<file path="src/rtl/oa222_stim_sequencer.sv">
// ----------------------------------------------------------------------------
// oa222_stim_sequencer
//
// Stimulus sequencer and checker for the six-input OR-AND-OR-AND cell
// Q = (IN1|IN2) & (IN3|IN4) & (IN5|IN6), used in power characterisation runs.
// A sweep drives up to 64 vectors onto the cell. After each vector is applied
// the block waits a settle interval, then samples the cell output. It checks
// the sample against the golden function and counts mismatches and output
// toggles.
//
// Optional feature: define OA222_STIM_LFSR_EN to enable MODE=2'b10, a 6-bit
// Fibonacci LFSR sweep (x^6 + x^5 + 1, seed 6'h01). Without the macro, MODE=2'b10
// runs a binary sweep and no LFSR state is built.
//
// Parameters:
//   SETTLE_CYC  wait cycles after each stimulus update (0..255)
//   CNT_W       width of the mismatch and toggle counters
//
// Ports:
//   CLK      in   clock, rising edge
//   RSTB     in   asynchronous active-low reset
//   START    in   begin a sweep (only honoured in IDLE)
//   ABORT    in   synchronous abort, overrides everything but RSTB
//   MODE     in   sweep order: 00 binary, 01 Gray, 10 LFSR/binary, 11 binary
//   NUM_VEC  in   vectors per sweep (0..64, larger values clamp to 64)
//   STIM     out  cell inputs, bit0 = IN1 ... bit5 = IN6
//   DUT_Q    in   cell output, only looked at in SAMPLE
//   BUSY     out  high whenever not IDLE
//   DONE     out  one-cycle pulse on normal sweep completion
//   ERR_CNT  out  saturating mismatch count
//   TOG_CNT  out  saturating count of sampled Q transitions
//   ERR_VEC  out  STIM value at the first mismatch
//   ERR_VLD  out  ERR_VEC holds a valid first-mismatch value
// ----------------------------------------------------------------------------
module oa222_stim_sequencer #(
  parameter int SETTLE_CYC = 2,
  parameter int CNT_W      = 8
) (
  input  logic             CLK,
  input  logic             RSTB,
  input  logic             START,
  input  logic             ABORT,
  input  logic [1:0]       MODE,
  input  logic [6:0]       NUM_VEC,
  output logic [5:0]       STIM,
  input  logic             DUT_Q,
  output logic             BUSY,
  output logic             DONE,
  output logic [CNT_W-1:0] ERR_CNT,
  output logic [CNT_W-1:0] TOG_CNT,
  output logic [5:0]       ERR_VEC,
  output logic             ERR_VLD
);

  typedef enum logic [1:0] {
    ST_IDLE   = 2'b00,
    ST_SETTLE = 2'b01,
    ST_SAMPLE = 2'b10,
    ST_DONE   = 2'b11
  } state_t;

  localparam logic [7:0] SETTLE_LD = 8'(SETTLE_CYC);

`ifdef OA222_STIM_LFSR_EN
  localparam logic [5:0] LFSR_SEED = 6'h01;
`endif

  // Golden cell function.
  function automatic logic golden_q(input logic [5:0] v);
    return (v[0] | v[1]) & (v[2] | v[3]) & (v[4] | v[5]);
  endfunction

  // Vector for sweep position n in the index-derived orders (binary, Gray).
  function automatic logic [5:0] order_vec(input logic [1:0] mode, input logic [5:0] n);
    logic [5:0] v;
    case (mode)
      2'b01:   v = n ^ (n >> 1);
      default: v = n;
    endcase
    return v;
  endfunction

  // Saturating increment for the statistics counters.
  function automatic logic [CNT_W-1:0] sat_inc(input logic [CNT_W-1:0] c);
    logic [CNT_W-1:0] r;
    if (c == {CNT_W{1'b1}}) begin
      r = c;
    end else begin
      r = c + CNT_W'(1);
    end
    return r;
  endfunction

`ifdef OA222_STIM_LFSR_EN
  // One Fibonacci step: taps at stages 6 and 5, shifting toward the MSB.
  function automatic logic [5:0] lfsr_step(input logic [5:0] s);
    return {s[4:0], s[5] ^ s[4]};
  endfunction
`endif

  state_t           state_r,   state_nxt;
  logic [5:0]       idx_r,     idx_nxt;
  logic [6:0]       num_vec_r, num_vec_nxt;
  logic [1:0]       mode_r,    mode_nxt;
  logic [7:0]       settle_r,  settle_nxt;
  logic [5:0]       stim_r,    stim_nxt;
  logic [CNT_W-1:0] err_cnt_r, err_cnt_nxt;
  logic [CNT_W-1:0] tog_cnt_r, tog_cnt_nxt;
  logic [5:0]       err_vec_r, err_vec_nxt;
  logic             err_vld_r, err_vld_nxt;
  logic             prev_q_r,  prev_q_nxt;
  logic             first_r,   first_nxt;
  logic             busy_r;
  logic             done_r;
`ifdef OA222_STIM_LFSR_EN
  logic [5:0]       lfsr_r,    lfsr_nxt;
`endif

  logic [6:0]       nv_clamped_s;
  logic [5:0]       idx_inc_s;
  logic             last_vec_s;

  // Sweep length clamp, next index and last-vector detect.
  always_comb begin
    if (NUM_VEC > 7'd64) begin
      nv_clamped_s = 7'd64;
    end else begin
      nv_clamped_s = NUM_VEC;
    end
    idx_inc_s  = idx_r + 6'd1;
    last_vec_s = ({1'b0, idx_r} == (num_vec_r - 7'd1));
  end

  // Next-state and next-register logic for the sweep FSM.
  always_comb begin
    state_nxt   = state_r;
    idx_nxt     = idx_r;
    num_vec_nxt = num_vec_r;
    mode_nxt    = mode_r;
    settle_nxt  = settle_r;
    stim_nxt    = stim_r;
    err_cnt_nxt = err_cnt_r;
    tog_cnt_nxt = tog_cnt_r;
    err_vec_nxt = err_vec_r;
    err_vld_nxt = err_vld_r;
    prev_q_nxt  = prev_q_r;
    first_nxt   = first_r;
`ifdef OA222_STIM_LFSR_EN
    lfsr_nxt    = lfsr_r;
`endif

    if (ABORT && (state_r != ST_IDLE)) begin
      // Abort keeps the statistics and starts the next sweep with fresh toggle history.
      state_nxt = ST_IDLE;
      stim_nxt  = 6'd0;
      first_nxt = 1'b1;
    end else begin
      case (state_r)
        ST_IDLE: begin
          if (START && !ABORT) begin
            err_cnt_nxt = {CNT_W{1'b0}};
            tog_cnt_nxt = {CNT_W{1'b0}};
            err_vec_nxt = 6'd0;
            err_vld_nxt = 1'b0;
            if (nv_clamped_s == 7'd0) begin
              state_nxt = ST_DONE;
            end else begin
              mode_nxt    = MODE;
              num_vec_nxt = nv_clamped_s;
              idx_nxt     = 6'd0;
              settle_nxt  = SETTLE_LD;
              state_nxt   = ST_SETTLE;
`ifdef OA222_STIM_LFSR_EN
              lfsr_nxt = LFSR_SEED;
              if (MODE == 2'b10) begin
                stim_nxt = LFSR_SEED;
              end else begin
                stim_nxt = order_vec(MODE, 6'd0);
              end
`else
              stim_nxt = order_vec(MODE, 6'd0);
`endif
            end
          end else begin
            state_nxt = ST_IDLE;
          end
        end

        ST_SETTLE: begin
          if (settle_r == 8'd0) begin
            state_nxt = ST_SAMPLE;
          end else begin
            settle_nxt = settle_r - 8'd1;
          end
        end

        ST_SAMPLE: begin
          if (DUT_Q != golden_q(stim_r)) begin
            err_cnt_nxt = sat_inc(err_cnt_r);
            if (!err_vld_r) begin
              err_vec_nxt = stim_r;
              err_vld_nxt = 1'b1;
            end else begin
              err_vec_nxt = err_vec_r;
            end
          end else begin
            err_cnt_nxt = err_cnt_r;
          end

          // The first sample of a sweep has no predecessor to toggle from.
          if (!first_r && (DUT_Q != prev_q_r)) begin
            tog_cnt_nxt = sat_inc(tog_cnt_r);
          end else begin
            tog_cnt_nxt = tog_cnt_r;
          end
          prev_q_nxt = DUT_Q;
          first_nxt  = 1'b0;

          if (last_vec_s) begin
            stim_nxt  = 6'd0;
            state_nxt = ST_DONE;
          end else begin
            idx_nxt    = idx_inc_s;
            settle_nxt = SETTLE_LD;
            state_nxt  = ST_SETTLE;
`ifdef OA222_STIM_LFSR_EN
            lfsr_nxt = lfsr_step(lfsr_r);
            if (mode_r == 2'b10) begin
              stim_nxt = lfsr_step(lfsr_r);
            end else begin
              stim_nxt = order_vec(mode_r, idx_inc_s);
            end
`else
            stim_nxt = order_vec(mode_r, idx_inc_s);
`endif
          end
        end

        ST_DONE: begin
          state_nxt = ST_IDLE;
          first_nxt = 1'b1;
        end

        default: begin
          state_nxt = ST_IDLE;
          stim_nxt  = 6'd0;
        end
      endcase
    end
  end

  // State and output registers; BUSY and DONE are registered from the next state.
  always_ff @(posedge CLK or negedge RSTB) begin
    if (!RSTB) begin
      state_r   <= ST_IDLE;
      idx_r     <= 6'd0;
      num_vec_r <= 7'd0;
      mode_r    <= 2'b00;
      settle_r  <= 8'd0;
      stim_r    <= 6'd0;
      err_cnt_r <= {CNT_W{1'b0}};
      tog_cnt_r <= {CNT_W{1'b0}};
      err_vec_r <= 6'd0;
      err_vld_r <= 1'b0;
      prev_q_r  <= 1'b0;
      first_r   <= 1'b1;
      busy_r    <= 1'b0;
      done_r    <= 1'b0;
`ifdef OA222_STIM_LFSR_EN
      lfsr_r    <= 6'd0;
`endif
    end else begin
      state_r   <= state_nxt;
      idx_r     <= idx_nxt;
      num_vec_r <= num_vec_nxt;
      mode_r    <= mode_nxt;
      settle_r  <= settle_nxt;
      stim_r    <= stim_nxt;
      err_cnt_r <= err_cnt_nxt;
      tog_cnt_r <= tog_cnt_nxt;
      err_vec_r <= err_vec_nxt;
      err_vld_r <= err_vld_nxt;
      prev_q_r  <= prev_q_nxt;
      first_r   <= first_nxt;
      busy_r    <= (state_nxt != ST_IDLE);
      done_r    <= (state_nxt == ST_DONE);
`ifdef OA222_STIM_LFSR_EN
      lfsr_r    <= lfsr_nxt;
`endif
    end
  end

  assign STIM    = stim_r;
  assign BUSY    = busy_r;
  assign DONE    = done_r;
  assign ERR_CNT = err_cnt_r;
  assign TOG_CNT = tog_cnt_r;
  assign ERR_VEC = err_vec_r;
  assign ERR_VLD = err_vld_r;

endmodule

</file>
<file path="config.mk">
export PLATFORM = sky130hd
export DESIGN_NAME = oa222_stim_sequencer
export DESIGN_NICKNAME = d
export VERILOG_FILES = /design/src/rtl/oa222_stim_sequencer.sv
export SDC_FILE = /design/constraint.sdc
export NUM_CORES = 1
export LEC_CHECK = 0
export CORE_ASPECT_RATIO = 0.6
export CORE_MARGIN = 4
export CORE_UTILIZATION = 40
export CTS_BUF_LIST = sky130_fd_sc_hd__clkbuf_4 sky130_fd_sc_hd__clkbuf_8
export DETAILED_ROUTE_END_ITERATION = 12
export GPL_TIMING_DRIVEN = 1
export PLACE_DENSITY = 0.69
export SLEW_MARGIN = 10
export SYNTH_ARGS = -nofsm -noshare
export SYNTH_HDL_FRONTEND = slang
export SYNTH_SLANG_ARGS = --single-unit
</file>
<file path="constraint.sdc">
create_clock -name CLK -period 5.1 [get_ports CLK]
set_input_delay 1.275 -clock CLK [delete_from_list [all_inputs] [get_ports CLK]]
set_output_delay 1.275 -clock CLK [all_outputs]
set_load 0.05 [all_outputs]
</file>
==> results.sh <==
export IMPL_syn_avg_cell_area_um2=10.0
export IMPL_cpPeakStageDelay_ns=0.60
export IMPL_ys_types=58
export IMPL_rsz0062_at_grt="no"
export IMPL_cts_tree="built"
export IMPL_regToRegStartpoint="num_vec_r[0]"
export IMPL_ctsResizeCount=0
export IMPL_vdd_ir_drop_max_uv=232
export IMPL_yosysWarnings=0
export IMPL_finalClockSkew_ns=0.00883
export IMPL_hold_ws_ns=0.494
export IMPL_status="complete, no violations"
export IMPL_firstDrtPassIters=4
export IMPL_clock_sinks=58
export IMPL_relSlewSlack=0.508
export IMPL_ios=45
export IMPL_place_hpwl_um=5290
export IMPL_critPathRequiredTime_ns=5.34
export IMPL_final_area_um2=3810
export IMPL_drive_gt1_frac=0.0975
export IMPL_via_count=2492
export IMPL_syn_inst=304
export IMPL_ys_seq_elements=58
export IMPL_path_clk_slew_ns=0.07
export IMPL_die_area_um2=9140
export IMPL_core_area_um2=7330
export IMPL_rr_worst_depth=8
export IMPL_hold_buffers=0
export IMPL_grt_pass1_vias=2399
export IMPL_multi_input_area_um2=1520
export IMPL_grt_start_max_net_pins=59
export IMPL_cts_buffers=9
export IMPL_port_buffers=44
export IMPL_r2r_setup_slack_ns=2.70
export IMPL_setup_worst_path_start="ABORT"
export IMPL_drtIter0Drc=216
export IMPL_place_inst=447
export IMPL_ant_nets=0
export IMPL_clk_insertion_delay_late_ns=0.35
export IMPL_wirelength_um=7160
export IMPL_grt_pass1_wl_um=12000
export IMPL_postPlaceCellArea_um2=3610
export IMPL_path_buf_inv=2
export IMPL_antenna_found_initial=0
export IMPL_finalCritPeriodShare=0.603
export IMPL_area_growth_pct=24.8
export IMPL_cp_common_cell="nor3_1"
export IMPL_endpoint_kind="register"
export IMPL_finalSetupViolCount=0
export IMPL_gp_congestion=0.849
export IMPL_crit_family="buffers and inverters"
export IMPL_critPathArrivalTime_ns=3.32
export IMPL_clockBufferDepth=2
export IMPL_setup_tns_ns=0
export IMPL_vias_per_cell=5.38
export IMPL_rows=24
export IMPL_total_power_w=0.00143
export IMPL_maxCapViolations=0
export IMPL_ys_seq_area_frac=0.476
export IMPL_diodes=0
export IMPL_initial_core_util=0.417
export IMPL_fin_crit_ns=3.08
export IMPL_die_w_um=121
export IMPL_criticalPathCategory="primary input to register"
export IMPL_syn_area_um2=3050
export IMPL_async_reset_ff_frac=1.00
export IMPL_cp_max_fo=11
export IMPL_drv_slew=0
export IMPL_fillers=707
export IMPL_cp_cell_sequence="clkdlybuf4s50_1, nor3_1, buf_4, o21ai_1, nor3_1, xnor2_1, nor2_1"
export IMPL_synth_ff_type="dfrtp_1"
export IMPL_syn_nets=323
export IMPL_post_cts_buffers=0
export IMPL_synth_edf_count=0
export IMPL_regToRegEndpoint="idx_r[2]"
export IMPL_worst_path_max_delay_cell="clkdlybuf4s50_1"
export IMPL_seq_area_um2=1450
export IMPL_tightest_slew_ns=0.738
export IMPL_finalNonFillerCells=463
export IMPL_overflow=0
export IMPL_startpoint_type="primary input"
export IMPL_drc=0
export IMPL_wl_per_cell_um=15.5
export IMPL_powerDensity_nw_per_um2=376
export IMPL_final_common_cell="dfrtp_1"
export IMPL_finalHoldViolations=0
export IMPL_p_leak_nw=1.69
export IMPL_endpoint="TOG_CNT[7]"
export IMPL_cts_htree_levels=3
export IMPL_fmax_ghz=0.325
export IMPL_hp_class="register to register"
export IMPL_layout_common_cells="dfrtp_1, clkdlybuf4s50_1, nor2_1"
export IMPL_cts_root_buffer="clkbuf_8"
export IMPL_grtUsageTotal=0.171
export IMPL_die_h_um=75.7
export IMPL_nNetsFinal=373
export IMPL_path_depth=7
[worst min path at each step]
stage,cells past startpoint,end,from,slack (ns)
3_3_place_gp,1,settle_r[0],settle_r[0],0.48
6_report,1,ERR_VEC[5],ERR_VEC[5],0.49
3_5_place_dp,1,ERR_VEC[5],ERR_VEC[5],0.48
2_1_floorplan,1,settle_r[0],settle_r[0],0.46
5_1_grt,1,ERR_VEC[5],ERR_VEC[5],0.51
4_1_cts,1,ERR_VEC[5],ERR_VEC[5],0.50
[power by group]
part	total (W)	internal [W]	switching [W]
Sequential	0.000622	0.000533	0.0000888
Clock	0.000415	0.000233	0.000181
Combinational	0.000396	0.000171	0.000225
[cell usage after synthesis, drive strengths merged (2+ instances only)]
cell,n,share of area
a32o,2,0.0066
o22ai,2,0.0041
nand4,3,0.0061
inv,15,0.018
o2111ai,2,0.0057
nor3b,2,0.0049
a31oi,2,0.0041
dfrtp,57,0.47
a22o,19,0.055
a21bo,2,0.0066
ha,5,0.020
buf,2,0.0033
nand2b,2,0.0041
a211oi,2,0.0049
mux2,6,0.022
a21boi,2,0.0061
mux2i,4,0.013
nand3,12,0.020
o21ai,17,0.028
or3,5,0.010
nor4b,2,0.0057
xnor2,11,0.032
nor3,11,0.020
and2,2,0.0041
nand3b,2,0.0049
clkbuf,6,0.0074
nand2,19,0.023
and3,6,0.012
o41ai,2,0.0057
o31a,2,0.0057
nor2b,3,0.0061
a21oi,6,0.0098
xor2,12,0.034
o211ai,4,0.011
nor2,36,0.045
a21o,2,0.0049
[cells by family (layout without fill, tap and decap cells)]
group / Yosys count / in the layout / share of synthesized area
flops: 58 / 58 / 0.476
compound gates: 74 / 74 / 0.183
fa+ha+maj: 5 / 5 / 0.0205
mux: 10 / 10 / 0.0352
xor+xnor: 24 / 24 / 0.0738
simple gates: 110 / 110 / 0.182
buf+inv: 23 / 78 / 0.0291
[registers in the layout (all words and copies together) (netlist names), 2 cells and up]
signal and cells:
ERR_VEC 6, state_r 2, idx_r 6, TOG_CNT 8
STIM 6, ERR_CNT 8, settle_r 8, num_vec_r 7
mode_r 2
[area by class of cell]
cell class,instances,share of cell area
timing repair buffer,47,0.120
multi-input combinational,223,0.398
clock buffer,14,0.0489
clock inverter,2,0.00263
inverter,15,0.0148
tap,104,0.0341
sequential,58,0.381
[metrics by stage]
step | util | setup slack, ns
2_1_floorplan | - | 2.42
3_3_place_gp | 0.493 | 1.71
3_5_place_dp | 0.493 | 1.68
4_1_cts | 0.520 | 2.07
5_1_grt | 0.520 | 1.88
6_report | 0.520 | 2.02
[routing by layer]
| layer | track usage | up-vias | part of all wire |
|---|---|---|---|
| met5 | 0 | - | 0 |
| met4 | 0.0628 | 0 | 0.0060 |
| met3 | 0.0675 | 6 | 0.075 |
| met2 | 0.223 | 73 | 0.39 |
| met1 | 0.253 | 1202 | 0.53 |
| li1 | - | 1211 | - |
Note: power is estimated with default switching activity, not from simulation.
==> variant: new RTL, same flow settings <==
Register the inputs `START`, `ABORT`, `NUM_VEC` and `DUT_Q` before use. The logic sees them one clock later. The other inputs are not delayed to match.
--- a/src/rtl/oa222_stim_sequencer.sv
+++ b/src/rtl/oa222_stim_sequencer.sv
@@ -63,2 +63,14 @@
 
+  logic START_q;
+  logic ABORT_q;
+  logic [6:0] NUM_VEC_q;
+  logic DUT_Q_q;
+
+  always_ff @(posedge CLK) begin
+    START_q   <= START;
+    ABORT_q   <= ABORT;
+    NUM_VEC_q <= NUM_VEC;
+    DUT_Q_q   <= DUT_Q;
+  end
+
 `ifdef OA222_STIM_LFSR_EN
@@ -124,6 +136,6 @@
   always_comb begin
-    if (NUM_VEC > 7'd64) begin
+    if (NUM_VEC_q > 7'd64) begin
       nv_clamped_s = 7'd64;
     end else begin
-      nv_clamped_s = NUM_VEC;
+      nv_clamped_s = NUM_VEC_q;
     end
@@ -151,3 +163,3 @@
 
-    if (ABORT && (state_r != ST_IDLE)) begin
+    if (ABORT_q && (state_r != ST_IDLE)) begin
       // Abort keeps the statistics and starts the next sweep with fresh toggle history.
@@ -159,3 +171,3 @@
         ST_IDLE: begin
-          if (START && !ABORT) begin
+          if (START_q && !ABORT_q) begin
             err_cnt_nxt = {CNT_W{1'b0}};
@@ -197,3 +209,3 @@
         ST_SAMPLE: begin
-          if (DUT_Q != golden_q(stim_r)) begin
+          if (DUT_Q_q != golden_q(stim_r)) begin
             err_cnt_nxt = sat_inc(err_cnt_r);
@@ -210,3 +222,3 @@
           // The first sample of a sweep has no predecessor to toggle from.
-          if (!first_r && (DUT_Q != prev_q_r)) begin
+          if (!first_r && (DUT_Q_q != prev_q_r)) begin
             tog_cnt_nxt = sat_inc(tog_cnt_r);
@@ -215,3 +227,3 @@
           end
-          prev_q_nxt = DUT_Q;
+          prev_q_nxt = DUT_Q_q;
           first_nxt  = 1'b0;
Function: changed (Yosys sat finds a counterexample within 4 cycles, from zero or initial values and one cycle with RSTB low).
==> variant against the original RTL <==
  * Register-to-register slack worse by 0.13 ns
  * Critical path depth decreased by 6
  * Area after synthesis is 6.7% higher
  * Setup slack gained 0.18 ns
  * Sequential cell count grew 10
  * Final area up 4.7%
  * Power down 7.5%
  * Routed wire length is 2.7% higher
==> variant: results (changes against the original RTL) <==
<table>
<tr><th>Metric</th><th>Value</th></tr>
<tr><th colspan="2">Critical path</th></tr>
<tr><td>Critical path fanouts, max</td><td>6 (-5)</td></tr>
<tr><td>FF-to-FF setup slack</td><td>2.57 ns (-0.13 ns)</td></tr>
<tr><td>Arrival @ worst endpoint</td><td>1.62 ns (-1.70 ns)</td></tr>
<tr><th colspan="2">Synthesis</th></tr>
<tr><td>Post-synthesis share of cell area spent on xor and xnor gates</td><td>0.0591 (-0.0146)</td></tr>
<tr><td>Share of flip-flops with an asynchronous set or reset</td><td>0.853 (-0.147)</td></tr>
<tr><td>Top cells by area, synth</td><td>sky130_fd_sc_hd__dfrtp_1 44%, sky130_fd_sc_hd__dfxtp_1 6.1%, sky130_fd_sc_hd__o21ai_0 5.2%</td></tr>
<tr><td>Register area share after synthesis</td><td>0.507 (+0.0315)</td></tr>
<tr><td>List of most frequent post-synthesis cells</td><td>57 x sky130_fd_sc_hd__dfrtp_1, 40 x sky130_fd_sc_hd__nand2_1, 34 x sky130_fd_sc_hd__nor2_1, 34 x sky130_fd_sc_hd__o21ai_0, 23 x sky130_fd_sc_hd__a21oi_1</td></tr>
<tr><td>Number of distinct library cells after synthesis</td><td>51 (-12%)</td></tr>
<tr><td>Proportion of synthesized area in mux cells</td><td>0.0169 (-0.0183)</td></tr>
<tr><th colspan="2">Pwr</th></tr>
<tr><td>Leakage</td><td>1.68 nW (-0.92%)</td></tr>
<tr><td>Highest ir drop seen on vdd</td><td>0.188 mV (-19%)</td></tr>
<tr><th colspan="2">Global routing</th></tr>
<tr><td>First-pass GRT wire length</td><td>12200 um (+1.8%)</td></tr>
<tr><td>Largest net degree at the start of global routing</td><td>34 (-42%)</td></tr>
<tr><td>Overall routing resource usage</td><td>0.157 (-0.0137)</td></tr>
<tr><td>Vias in the first global route</td><td>2454 (+2.3%)</td></tr>
<tr><th colspan="2">STA</th></tr>
<tr><td>Pin slew with the least headroom to its limit</td><td>0.866 ns (+0.128 ns)</td></tr>
<tr><td>Worst clock skew</td><td>0.0123 ns (+0.00351 ns)</td></tr>
<tr><th colspan="2">Status</th></tr>
<tr><td>Status</td><td>finished clean</td></tr>
<tr><th colspan="2">Routing</th></tr>
<tr><td>Wirelength, routed</td><td>7350 um (+2.7%)</td></tr>
<tr><td>Violation count after the first detailed-route iteration</td><td>219 (+1.4%)</td></tr>
<tr><td>Vias per std cell</td><td>5.30 (-1.6%)</td></tr>
<tr><th colspan="2">Clocking</th></tr>
<tr><td>Source-to-sink clock delay at the later pin of the worst-skew pair</td><td>0.35 ns (about the same)</td></tr>
<tr><th colspan="2">Final layout</th></tr>
<tr><td>Fillers</td><td>758 (+7.2%)</td></tr>
<tr><td>Fin nets</td><td>411 (+10%)</td></tr>
<tr><td>Ratio of cells with drive above 1 in the final layout</td><td>0.0756 (-0.0219)</td></tr>
<tr><th colspan="2">Placement</th></tr>
<tr><td>Detail Placement HPWL</td><td>5410 um (+2.2%)</td></tr>
<tr><td>Weighted congestion at the end of routability-driven global placement</td><td>0.778 (-8.3%)</td></tr>
</table>
[variant: cells by family after synthesis]
family | count (synthesis)
adders and majority gates | 5
and+or+nand+nor | 140
AOI/OAI and AO/OA | 84
muxes | 5
buffers and inverters | 21
xor gates and xnor gates | 22
DFF | 68
[variant: path summary, 6_finish.rpt]
kind | startpoint | endpoint | cells after the start
max in group asynchronous | RSTB | first_r | 2
setup reg to reg | state_r[0] | idx_r[2] | 4
hold / removal | NUM_VEC_q[2] | num_vec_r[2] | 2
hold reg to reg | NUM_VEC_q[2] | num_vec_r[2] | 2
setup / recovery | ERR_CNT[0] | ERR_CNT[0] | 1
min in group asynchronous | RSTB | ERR_CNT[0] | 1
[variant: power by group]
group / internal, mW / switching [mW] / total [mW]
Clock: 0.215 / 0.199 / 0.414
Combinational: 0.104 / 0.148 / 0.251
Sequential: 0.599 / 0.0613 / 0.660
Total: 0.917 / 0.408 / 1.33
[variant: layout make-up]
| class | count | area share |
|---|---|---|
| Sequential cell | 68 | 0.414 |
| Multi-Input combinational cell | 256 | 0.381 |
| Timing Repair Buffer | 46 | 0.113 |
| Clock buffer | 13 | 0.0417 |
| Tap cell | 108 | 0.0339 |
| Inverter | 11 | 0.0103 |
| Clock inverter | 3 | 0.00564 |
[variant: metal layers]
layer / GRT usage / part of all wire
met1: 0.220 / 0.50
met2: 0.223 / 0.43
met3: 0.0681 / 0.073
met4: 0.0383 / 0.0041
met5: 0 / 0
[variant: through the flow]
step,hold slack (ns),power (mW),std cells,setup slack [ns],cell area [sq um]
after CTS,0.455,1.34,505,2.18,3990
after global routing,0.473,1.41,505,2.12,3990
after detailed placement,0.445,0.920,489,2.57,3800
final,0.447,1.33,505,2.20,3990
after floorplan,0.428,0.840,345,2.77,3260
after global placement,0.440,0.905,489,2.58,3800
